--- src/rtl/adc_pkg.sv ---
// Shared definitions for the single-slope ADC blocks: the conversion state
// encoding and the default converter width.
package adc_pkg;

  localparam int ADC_WIDTH = 8;

  typedef enum logic [1:0] {
    IDLE,
    CLEAR,
    RAMP,
    HOLD
  } adc_state_t;

endpackage

--- src/rtl/sync_nff.sv ---
// N-flop synchronizer with asynchronous active-low reset, used to bring
// asynchronous comparator levels into the clk domain.
module sync_nff #(
  parameter int STAGES = 2
) (
  input  logic clk,
  input  logic rstn,
  input  logic d,
  output logic q
);

  logic [STAGES-1:0] sr;

  always_ff @(posedge clk or negedge rstn) begin
    if (!rstn) begin
      sr <= '0;
    end else begin
      sr <= {sr[STAGES-2:0], d};
    end
  end

  assign q = sr[STAGES-1];

endmodule

--- src/rtl/ss_adc_capture_ctrl.sv ---
// Capture controller for a single-slope ADC: clears and releases the ramp
// counter, waits for the comparator trip and presents the corrected code.
module ss_adc_capture_ctrl
  import adc_pkg::*;
#(
  parameter int WIDTH       = ADC_WIDTH,
  parameter int SYNC_STAGES = 2,
  parameter int LAT_COMP    = 2,
  parameter int CLR_CYCLES  = 2
) (
  input  logic             clk,
  input  logic             rstn,
  input  logic             start,
  input  logic             cmp_async,
  input  logic [WIDTH-1:0] cnt_q,
  output logic             cnt_rstn,
  output logic             ramp_en,
  output logic [WIDTH-1:0] code,
  output logic             ovf,
  output logic             valid,
  input  logic             ready,
  output logic             busy
);

  localparam int CLR_W = (CLR_CYCLES > 1) ? $clog2(CLR_CYCLES) : 1;

  adc_state_t       state_q, state_d;
  logic [CLR_W-1:0] clr_q, clr_d;
  logic [WIDTH-1:0] code_d;
  logic             ovf_d, valid_d;
  logic             cmp_s;
  logic [WIDTH:0]   diff;
  logic [WIDTH-1:0] sat_code;

  sync_nff #(
    .STAGES(SYNC_STAGES)
  ) u_cmp_sync (
    .clk (clk),
    .rstn(rstn),
    .d   (cmp_async),
    .q   (cmp_s)
  );

  // Latency correction in WIDTH+1 bits; a borrow into the top bit means the
  // trip happened before LAT_COMP counts had elapsed, so the code clamps to 0.
  assign diff     = {1'b0, cnt_q} - (WIDTH + 1)'(LAT_COMP);
  assign sat_code = diff[WIDTH] ? '0 : diff[WIDTH-1:0];

  always_ff @(posedge clk or negedge rstn) begin
    if (!rstn) begin
      state_q <= IDLE;
      clr_q   <= '0;
      code    <= '0;
      ovf     <= 1'b0;
      valid   <= 1'b0;
    end else begin
      state_q <= state_d;
      clr_q   <= clr_d;
      code    <= code_d;
      ovf     <= ovf_d;
      valid   <= valid_d;
    end
  end

  always_comb begin
    state_d  = state_q;
    clr_d    = clr_q;
    code_d   = code;
    ovf_d    = ovf;
    valid_d  = valid;
    cnt_rstn = 1'b0;
    ramp_en  = 1'b0;
    unique case (state_q)
      IDLE: begin
        if (start) begin
          clr_d   = CLR_W'(CLR_CYCLES - 1);
          state_d = CLEAR;
        end
      end
      CLEAR: begin
        if (clr_q == '0) begin
          state_d = RAMP;
        end else begin
          clr_d = clr_q - CLR_W'(1);
        end
      end
      RAMP: begin
        cnt_rstn = 1'b1;
        ramp_en  = 1'b1;
        // A trip in the same cycle as full scale is a real measurement, so it wins.
        if (cmp_s) begin
          code_d  = sat_code;
          ovf_d   = 1'b0;
          valid_d = 1'b1;
          state_d = HOLD;
        end else if (&cnt_q) begin
          code_d  = '1;
          ovf_d   = 1'b1;
          valid_d = 1'b1;
          state_d = HOLD;
        end
      end
      HOLD: begin
        if (valid && ready) begin
          valid_d = 1'b0;
          state_d = IDLE;
        end
      end
      default: state_d = IDLE;
    endcase
  end

  assign busy = (state_q != IDLE);

endmodule

--- config.mk ---
export PLATFORM = sky130hd
export DESIGN_NAME = ss_adc_capture_ctrl
export DESIGN_NICKNAME = d
export VERILOG_FILES = /design/src/rtl/adc_pkg.sv /design/src/rtl/sync_nff.sv /design/src/rtl/ss_adc_capture_ctrl.sv
export SDC_FILE = /design/constraint.sdc
export NUM_CORES = 1
export LEC_CHECK = 0
export ABC_AREA = 0
export BUFFER_PORTS_ARGS = -buffer_cell sky130_fd_sc_hd__clkbuf_2
export CELL_PAD_IN_SITES_DETAIL_PLACEMENT = 0
export CELL_PAD_IN_SITES_GLOBAL_PLACEMENT = 1
export CORE_UTILIZATION = 25
export DETAILED_ROUTE_END_ITERATION = 12
export GPL_TIMING_DRIVEN = 0
export PLACE_DENSITY_LB_ADDON = 0.05
export SKIP_LAST_GASP = 1
export SYNTH_ARGS = -nofsm -noshare
export SYNTH_HDL_FRONTEND = slang
export SYNTH_SLANG_ARGS = --single-unit
--- constraint.sdc ---
create_clock -name clk -period 4.5 [get_ports clk]
set_input_delay 0.225 -clock clk [delete_from_list [all_inputs] [get_ports clk]]
set_output_delay 0.225 -clock clk [all_outputs]
set_load 0.02 [all_outputs]
==> flow_summary.toml <==
[place]
dp_slack_ns = 2.68
dpl_cell_area_um2 = 1010
io_buffers = 25
hpwlAfterDp_mm = 1.45
place.gp.congestion = 0.673

[cts]
cts_sinks = 15
cts-resized-gates = 0
cts_hold_repair.buffers = 1
cts_tree = "built"
path_clk_slew_ns = 0.09
cts_made_buffers = 3
ctsRootBufferMaster = "clkbuf_4"
post_cts_buffers = 0
clk_latency_ns = 0.28
htree_levels = 1
clock_path_buffers = 2

[sta]
finalCriticalPeriod_ns = 1.81
clock.fmax_ghz = 0.551
slew_headroom = 0.735
final.setup.tns_ns = 0
hold_viol = 0
clock_skew_ns = 0.00416
drv_slew = 0
rsz0062_at_grt = "no"
layout_setup_ws_ns = 2.69
timing.final.crit_share = 0.403
worst_slew_pin_slew_ns = 0.397
setup_viol = 0

[critical_path]
crit_chain = "inv_1, ha_1, nand2_1, or4_4, o221a_2"
r2r_slack_ns = 2.69
cp.arrival_ns = 1.99
worst_setup_path_start_kind = "register"
crit_fanout = 9
cpPeakStageDelay_ns = 0.50
crit_type = "reg -> reg"
worst_setup_path_end_kind = "register"
critPathRequiredTime_ns = 4.67
crit_buf_inv = 1
cp_top_family = "simple AND/OR/NAND/NOR gates"
crit_slowest_cell = "or4_4"

[power]
irDropWorstVdd_v = 0.000251
switching_share = 0.416
combPwrFrac = 0.517
cellLeakagePower_nw = 0.515
p_int_mw = 0.362
pwr-share-seq = 0.361
powerDensity_nw_per_um2 = 591
clkPwrFrac = 0.122
power_switching_mw = 0.258
power_mw = 0.620

[layout]
final_common_cell = "clkbuf_2"
diodes = 0
drive_gt1_frac = 0.352
layout_common_cells = "25 x clkbuf_2, 15 x dfrtp_1, 7 x inv_1, 6 x nand2_1, 6 x ha_1"
finalNetCount = 128
synthToLayoutAreaGrowth_pct = 26.2
utilization = 0.338
fillers = 359
final_area_um2 = 1050

[global_route]
antenna_found_initial = 0
overflow = 0
grt_max_degree = 16
grt_pass1_vias = 667
grt_pass1_wl_mm = 3.02
grt_usage = 0.115

[synthesis]
seq_area_frac_synth = 0.451
synth_nets = 97
yosysWarnings = 0
synthesis.area_um2 = 832
ys_seq_elements = 15
synthCells = 78
synth_cell_types = 29
syn_area_per_cell_um2 = 10.7

[job]
drv_cap = 0

[die]
io_pins = 26
fp.dieArea_um2 = 3560
core_area_um2 = 3100
die_y_um = 59.7
rows = 20
die_w_um = 59.7
start_util = 0.268

[drt]
wire_per_inst_um = 12.2
drt_first_pass_iters = 4
wl_mm = 1.86
vias = 668
avgViaCountPerCell = 4.39
drc = 0
drtAntennaViolNets = 0
drt_iter0_drc = 29

[worst_hold_path]
min_path_type = "in -> reg"

[status]
status = "finished clean"
[power by group through the flow]
| stage | clock network (mW) | registers (mW) | logic (mW) |
|---|---|---|---|
| floorplan | 0 | 0.270 | 0.180 |
| global placement | 0 | 0.226 | 0.322 |
| detailed placement | 0 | 0.227 | 0.323 |
| CTS | 0.0816 | 0.224 | 0.326 |
| global route | 0.0877 | 0.232 | 0.356 |
| finish | 0.0756 | 0.224 | 0.320 |
[sequential cells by signal (all words and copies together) (netlist names)]
register       flops
u_cmp_sync.sr      2
ovf                1
state_q            2
code               8
valid              1
clr_q              1
[path summary, 6_finish.rpt]
kind / startpoint / end / depth (start not counted)
max reg2reg: state_q[0] / code[0] / 5
min: cmp_async / u_cmp_sync.sr[0] / 1
min in group asynchronous: rstn / state_q[0] / 2
min reg2reg: u_cmp_sync.sr[0] / u_cmp_sync.sr[1] / 0
max in group asynchronous: rstn / clr_q / 2
max: state_q[0] / code[0] / 5
[layout make-up]
cell class,count,area [um^2],share of cell area
Buffer,2,11.3,0.0107
Clock buffer,3,22.5,0.0215
Clock inverter,1,5.00,0.00477
Inverter,7,26.3,0.0250
Multi-Input combinational cell,54,419,0.399
Sequential cell,15,375,0.358
Tap cell,44,55.1,0.0524
Timing Repair Buffer,26,135,0.129
[per-layer routing]
metal | part of all wire | GRT usage | vias to the layer above | routed length (um)
li1 | - | - | 340 | -
met1 | 0.55 | 0.162 | 311 | 1020
met2 | 0.41 | 0.173 | 15 | 759
met3 | 0.033 | 0.0390 | 2 | 61
met4 | 0.0081 | 0.0199 | 0 | 15
met5 | 0 | 0 | - | 0
[cell families (layout without fill, tap and decap cells)]
kind of cell / Yosys count / count (layout) / synth area share
muxes: 3 / 3 / 0.0376
adders and majority gates: 6 / 6 / 0.0902
and+or+nand+nor: 24 / 24 / 0.170
DFF: 15 / 15 / 0.451
xor gates and xnor gates: 2 / 2 / 0.0211
buffers and inverters: 9 / 39 / 0.0451
AOI/OAI and AO/OA: 19 / 19 / 0.185
[synthesized netlist by cell type]
cell type  count  area share
nor2_1         4       0.018
nor2b_1        2       0.015
ha_1           6       0.090
nor3_1         3       0.018
o221a_2        4       0.054
nand4_1        2       0.015
or4_4          1       0.014
a2bb2oi_1      3       0.032
a31oi_1        1      0.0075
inv_1          7       0.032
o2bb2ai_1      1       0.011
clkbuf_1       1      0.0045
a22oi_1        1      0.0090
dfrtp_1       15        0.45
or3_4          1       0.014
mux2i_1        2       0.024
o211a_1        1       0.012
a21oi_1        3       0.018
xor2_1         2       0.021
o21ai_0        2       0.012
o21bai_1       1      0.0090
a21boi_0       1      0.0090
nand2b_4       1       0.017
mux2_2         1       0.014
a222oi_1       1       0.012
buf_4          1      0.0090
nor3b_1        2       0.018
and2_1         2       0.015
nand2_1        6       0.027
[per-stage QoR]
stage	std cells	hold WS, ns
after floorplan	78	-0.0706
after global placement	147	0.179
after detailed placement	147	0.163
after CTS	152	0.0308
after global routing	152	0.0189
final	152	0.0464
[worst reg2reg max path: stages, from the launching register on]
cell and delay, ns:
dfrtp_1 0.41, inv_1 0.13, ha_1 0.33, nand2_1 0.20, or4_4 0.50, o221a_2 0.15
Power figures use the tool's default switching activity.
